===== config.mk =====
export PLATFORM = sky130hd
export DESIGN_NAME = ro_sel_mux
export DESIGN_NICKNAME = d
export VERILOG_FILES = /design/src/rtl/ro_sel_mux.sv
export SDC_FILE = /design/constraint.sdc
export NUM_CORES = 1
export LEC_CHECK = 0
export BUFFER_PORTS_ARGS = -buffer_cell sky130_fd_sc_hd__buf_2
export CAP_MARGIN = 20
export CORE_MARGIN = 3
export CORE_UTILIZATION = 36
export DETAILED_ROUTE_END_ITERATION = 16
export PLACE_DENSITY = 0.63
export SETUP_SLACK_MARGIN = 0.15
export SLEW_MARGIN = 5
export SYNTH_ARGS = -nofsm -noshare
export SYNTH_HDL_FRONTEND = slang
export SYNTH_SLANG_ARGS = --single-unit

===== constraint.sdc =====
create_clock -name clk -period 2.1 [get_ports clk]
set_input_delay 0.315 -clock clk [delete_from_list [all_inputs] [get_ports clk]]
set_output_delay 0.315 -clock clk [all_outputs]
set_load 0.1 [all_outputs]

===== src/rtl/ro_sel_mux.sv =====
// rtl/ro_sel_mux.sv - ring-oscillator channel select mux with blank/settle gating
module ro_sel_mux #(
    parameter int N_CH       = 8,
    parameter int SEL_W      = $clog2(N_CH),
    parameter int SETTLE_CYC = 4
) (
    input  logic             clk,
    input  logic             rst_n,
    input  logic [N_CH-1:0]  ro_in,
    input  logic [SEL_W-1:0] sel_in,
    input  logic             sel_valid,
    output logic             sel_ready,
    input  logic             mux_dis,
    output logic             mux_out,
    output logic             active,
    output logic [SEL_W-1:0] cur_sel,
    output logic             sel_err
);

    // A zero settle time still needs a 1-bit counter to keep the declarations legal.
    localparam int              CNT_W       = (SETTLE_CYC > 0) ? $clog2(SETTLE_CYC + 1) : 1;
    localparam logic [CNT_W-1:0] SETTLE_LOAD = CNT_W'(SETTLE_CYC);
    localparam bit              ZERO_SETTLE = (SETTLE_CYC == 0);

    typedef enum logic [1:0] {
        IDLE   = 2'd0,
        BLANK  = 2'd1,
        SETTLE = 2'd2,
        ACTIVE = 2'd3
    } state_t;

    state_t           state;
    state_t           state_nxt;
    logic [CNT_W-1:0] cnt;
    logic [CNT_W-1:0] cnt_nxt;
    logic [SEL_W-1:0] cur_sel_nxt;
    logic             sel_err_nxt;
    logic             accept;
    logic             in_range;

    assign sel_ready = (state == IDLE) || (state == ACTIVE);
    assign accept    = sel_valid && sel_ready && !mux_dis;
    assign in_range  = (32'(sel_in) < 32'(N_CH));

    always_comb begin
        state_nxt   = state;
        cnt_nxt     = cnt;
        cur_sel_nxt = cur_sel;
        sel_err_nxt = 1'b0;
        if (mux_dis) begin
            state_nxt = IDLE;
            cnt_nxt   = '0;
        end else begin
            case (state)
                IDLE, ACTIVE: begin
                    if (accept) begin
                        if (in_range) begin
                            cur_sel_nxt = sel_in;
                            state_nxt   = BLANK;
                            cnt_nxt     = SETTLE_LOAD;
                        end else begin
                            sel_err_nxt = 1'b1;
                        end
                    end
                end
                BLANK: begin
                    state_nxt = ZERO_SETTLE ? ACTIVE : SETTLE;
                end
                SETTLE: begin
                    // Counter holds the remaining SETTLE cycles including the current one.
                    if (cnt <= CNT_W'(1)) begin
                        state_nxt = ACTIVE;
                        cnt_nxt   = '0;
                    end else begin
                        cnt_nxt = cnt - CNT_W'(1);
                    end
                end
                default: begin
                    state_nxt = IDLE;
                    cnt_nxt   = '0;
                end
            endcase
        end
    end

    always_ff @(posedge clk or negedge rst_n) begin
        if (!rst_n) begin
            state   <= IDLE;
            cnt     <= '0;
            cur_sel <= '0;
            sel_err <= 1'b0;
            active  <= 1'b0;
        end else begin
            state   <= state_nxt;
            cnt     <= cnt_nxt;
            cur_sel <= cur_sel_nxt;
            sel_err <= sel_err_nxt;
            active  <= (state_nxt == ACTIVE);
        end
    end

    // ro_in is asynchronous to clk; it is only gated, never sampled.
    assign mux_out = ro_in[cur_sel] & active;

endmodule


# [Yosys cells after proc, flatten, opt, wreduce, memory -nomap -nowiden]
# Index checks and enable logic that the tools add are counted.
[totals] elab_cells=33 out_inout_bits=7 reg_bits=9
[classes] muxes=10 eq_ne=5 magnitude_cmp=2 n_reduce_logical=9 addsub=1 bitwise_logic=2
[ops] operator="3-bit 2-to-1 mux" n=3
[ops] operator="2-bit == test, second input constant" n=3
[ops] operator="2-bit 2-to-1 mux" n=3
[ops] operator="2-bit one-hot mux with 3 select lines" n=1
[ops] operator="3-bit one-hot mux with 2 select lines" n=1
[ops] operator="3-bit by 4-bit < comparator with 1-bit output, second input constant" n=1
[ops] operator="1-bit binary-select mux with 3-bit select" n=1
[ops] operator="3-bit by 1-bit less-or-equal comparator with 1-bit output, second input constant" n=1
[ops] operator="3-bit != test, second input constant" n=1
[ops] operator="3-bit AND reduction" n=1
[ops] operator="3-bit nonzero test" n=1
[ops] operator="3-bit by 1-bit subtractor with 3-bit output, second input constant" n=1
[ops] operator="2-bit by 1-bit == test with 1-bit output, second input constant" n=1
[ops] operator="1-bit logical AND" n=2
[ops] operator="2-bit logical NOT" n=1
[ops] operator="2-bit AND reduction" n=1
[ops] operator="2-bit OR reduction" n=1
[ops] operator="1-bit bitwise AND" n=1
[ops] operator="1-bit logical NOT" n=1
[ops] operator="1-bit logical OR" n=1
[ops] operator="1-bit 2-to-1 mux" n=1
[ops] operator="1-bit inverter" n=1

# [Logic depth before layout (Yosys ltp)]
[depth] ltp_word=8 mapped_depth=5 mapped_depth_nobuf=5

# [Least setup slack after synthesis]
# OpenSTA, ideal clock, no wires.
[synth_path] path_type="reg2out" start="register cur_sel[2]" end="output port mux_out" t_arrival_ps=3708 slack_ps=-1923 stages_incl_launch_ff=4 t_required_ps=1785 path_cell_list="dfrtp_1 -> mux2_2 -> o31ai_1 -> a311oi_1"
[synth_between] elab_chain_len=3
[synth_rtl] element="from (decl)" line="16" source="output logic [SEL_W-1:0] cur_sel,"
[synth_rtl] element="from (signal assigned)" line="96" source="cur_sel <= cur_sel_nxt;"
[synth_rtl] element="1-bit binary-select mux with 3-bit select" line="103" source="assign mux_out = ro_in[cur_sel] & active;"
[synth_rtl] element="1-bit 2-to-1 mux (not written as such)" line="103"
[synth_rtl] element="1-bit bitwise AND" line="103"
[synth_rtl] element="to (decl)" line="14" source="output logic mux_out,"
# No other way between the ends. The select of a mux whose other input is x is not followed.

# [Final worst setup path]
[layout_path] start="register cur_sel[1]" end="output port mux_out"
# Same word-level chain as after synthesis.

==> run summary <==
The clock-pin slew of the registers on the worst-case setup and hold paths is 0.06 ns. The shortest period the worst path allows came out at 1.91 ns. The average vias per placed instance is 4.98. The initialized floorplan defines 13 standard-cell rows. The growth of design area from synthesis to finish is 35.4%.

The net count of the finished layout is 96. The capturing point of the worst reg2reg path is cnt[2]$_DFFE_PN0P_. The via count of the first global-routing pass came out at 423. Counting the buffers created by CTS gives 3. The library cells used most frequently in the layout, excluding fill and tap cells, are 19 x sky130_fd_sc_hd__buf_2, 7 x sky130_fd_sc_hd__inv_1, 5 x sky130_fd_sc_hd__dfrtp_1, 4 x sky130_fd_sc_hd__o21bai_1, 4 x sky130_fd_sc_hd__mux2_2. The class of the tightest hold or removal check is primary input to flip-flop.

Across every metal layer, demand over resource in global routing totals 0.128. The total setup violations reported at the end of the flow came out at 0. The wire length of the first global-routing pass came out at 1820 microns. The total of max-cap violations is 0. The die extent in y is 45.3 microns. Traced cell by cell, the critical path runs through mux4_2, nor2_2, a311oi_4, buf_12. The latest clock arrival within the worst-skew pair came out at 0.25 ns. The post-synthesis register bit count came out at 9. The number of port buffers is 20.

The max-slew violation count came out at 0. The final core utilization is 0.550. The sum of overflow across all layers after global routing came out at 0. The cell count after synthesis is 53. TritonCTS built the clock tree. The HPWL after detailed placement came out at 884 microns. The register area share after synthesis is 0.405. The Yosys warning count came out at 0. The floorplan die width came out at 45.3 microns. For this run, the top clock speed supported by timing is 525 MHz. CTS placed an instance of sky130_fd_sc_hd__clkbuf_4 at the clock tree root. STA classifies the critical path endpoint as an output pin. The total clock sinks came out at 9. The maximum level of the CTS H-tree is 1. The post-route clock period utilization came out at 0.907.

The required time at the endpoint of the critical path is 1.78 ns. In this run the critical register-to-register path is launched from state[0]$_DFF_PN0_. The routed design has 1090 microns of wire. The delay of the slowest cell on the worst path is 0.48 ns. The setup path with the least slack is of type flip-flop to output pin.

The number of iterations in the first detailed-routing pass is 2. After synthesis, the netlist uses 24 different library cells. The average detailed-routed wire length per instance is 11.9 microns. The initial antenna violation count was 0. The fraction of registers with async set/reset is 1.00. 22 I/O pins were placed. The cell at the slowest stage of the critical path is sky130_fd_sc_hd__dfrtp_4. The total die area is 0.00205 sq mm. The number of DRC markers after the initial detailed-route iteration is 3.

The number of hold violations in the final report came out at 0. The clock tree skew after final layout came out at 0.000579 ns. The maximum number of pins on one net before global-route repair is 10.

Summing every instance area after synthesis gives 556 sq um. The end point of the most critical hold path is cur_sel[0]$_DFFE_PN0P_. The routability-driven placement congestion ratio is 0.723. The beginning of the worst hold path is sel_in[0]. The most frequently used flop master after synthesis is sky130_fd_sc_hd__dfrtp_1. The count of nets left with antenna violations once routing finished came out at 0. The clock tree buffer depth is 2. The flow ran to the end, and the final reports show no timing, DRC or antenna violations. The mean instance size in the synthesized netlist came out at 10.5 sq um. In this run, synthesis inferred 0 flip-flops with an integrated enable. The total nets after synthesis came out at 71. The effective utilization at floorplan is 0.407. The depth of the worst hold-timing path came out at 2. The worst-case register-to-register setup slack came out at 0.58 ns. The logic depth of the worst register-to-register path is 4. The largest fanout on the critical path is 2.

The worst setup path is launched from a flip-flop. The count of unresolved DRC violations after routing came out at 0. The area of the placeable core is 0.00137 sq mm. The number of vias after detailed routing is 458. The library cell used most frequently in the layout, excluding fill and tap cells, is sky130_fd_sc_hd__buf_2. Setup repair after global routing could not meet its margin everywhere. The signal arrival time at the worst endpoint came out at 1.59 ns. The proportion of layout cells with a drive suffix above 1 came out at 0.494. The total inserted antenna cells is 0.
-- per-stage QoR --
stage	TNS, ns	worst slack [ns]	hold WS [ns]	cell area, sq um	cells
2_1_floorplan	-0.231	-0.231	0.0194	583	53
4_1_cts	0	0.177	0.282	752	92
3_3_place_gp	0	0.381	0.180	704	86
5_1_grt	0	0.148	0.281	752	92
6_report	0	0.195	0.290	752	92
3_5_place_dp	0	0.351	0.177	704	86
-- cells in the mapped netlist (2+ instances only) --
library cell | number | area share
sky130_fd_sc_hd__nand2b_1 | 2 | 0.023
sky130_fd_sc_hd__o21bai_1 | 4 | 0.054
sky130_fd_sc_hd__o21ai_0 | 2 | 0.018
sky130_fd_sc_hd__a211oi_1 | 2 | 0.027
sky130_fd_sc_hd__nor3_1 | 2 | 0.018
sky130_fd_sc_hd__inv_1 | 7 | 0.047
sky130_fd_sc_hd__mux2_2 | 4 | 0.081
sky130_fd_sc_hd__dfrtp_1 | 9 | 0.41
sky130_fd_sc_hd__ha_1 | 3 | 0.068
sky130_fd_sc_hd__nor2_1 | 3 | 0.020
sky130_fd_sc_hd__a21oi_1 | 2 | 0.018
-- flip-flops by register name, indices dropped and copies added, names as in the netlist --
name,cells
state,2
cur_sel,3
active,1
cnt,3
-- worst max-delay path: cells and delay by family, from the launching register on --
family | cells | cell delay (ns)
DFF | 1 | 0.48
buffers and inverters | 1 | 0.21
AOI/OAI and AO/OA | 1 | 0.25
and+or+nand+nor | 1 | 0.05
muxes | 1 | 0.35
-- what timing repair did --
item                                   in CTS  in global routing
gates resized for setup                     3                  0
hold buffers                                1                  0
setup endpoints to repair                   1                  1
endpoints found under the hold margin       9                  0
pin swaps                                   2                  0
setup buffers                               1                  0
-- routing by layer --
layer	vias up	part of all wire	global-route usage
met5	-	0	0
met4	0	0.0055	0.0351
met3	2	0.081	0.0598
met2	14	0.50	0.198
met1	207	0.41	0.159
li1	235	-	-
-- cell families after synthesis --
logic type	Yosys count	synth area share
adder cells (fa/ha/maj)	3	0.0676
multiplexers	7	0.173
flip-flops	9	0.405
AND/OR/NAND/NOR	10	0.0968
other	1	0.00675
AO/OA/AOI/OAI	14	0.180
buffers and inverters	9	0.0698
-- worst max-delay path by stage --
| stage | from | to | slack (ns) |
|---|---|---|---|
| CTS | cur_sel[1]$_DFFE_PN0P_ | mux_out | 0.18 |
| finish | cur_sel[1]$_DFFE_PN0P_ | mux_out | 0.19 |
| global placement | cur_sel[1]$_DFFE_PN0P_ | mux_out | 0.38 |
| floorplan | cur_sel[1]$_DFFE_PN0P_ | mux_out | -0.23 |
| detailed placement | cur_sel[1]$_DFFE_PN0P_ | mux_out | 0.35 |
| global route | cur_sel[1]$_DFFE_PN0P_ | mux_out | 0.15 |
-- final cells by class --
cell class / count / area [sq um]
Multi-Input combinational cell: 35 / 315
Tap cell: 15 / 18.8
Clock buffer: 4 / 26.3
Sequential cell: 9 / 233
Timing Repair Buffer: 22 / 133
Inverter: 7 / 26.3
Fill cell: 136 / 614
Power is not shown: default switching activity piles up to over one toggle a cycle in this logic, so the estimate is an artifact.
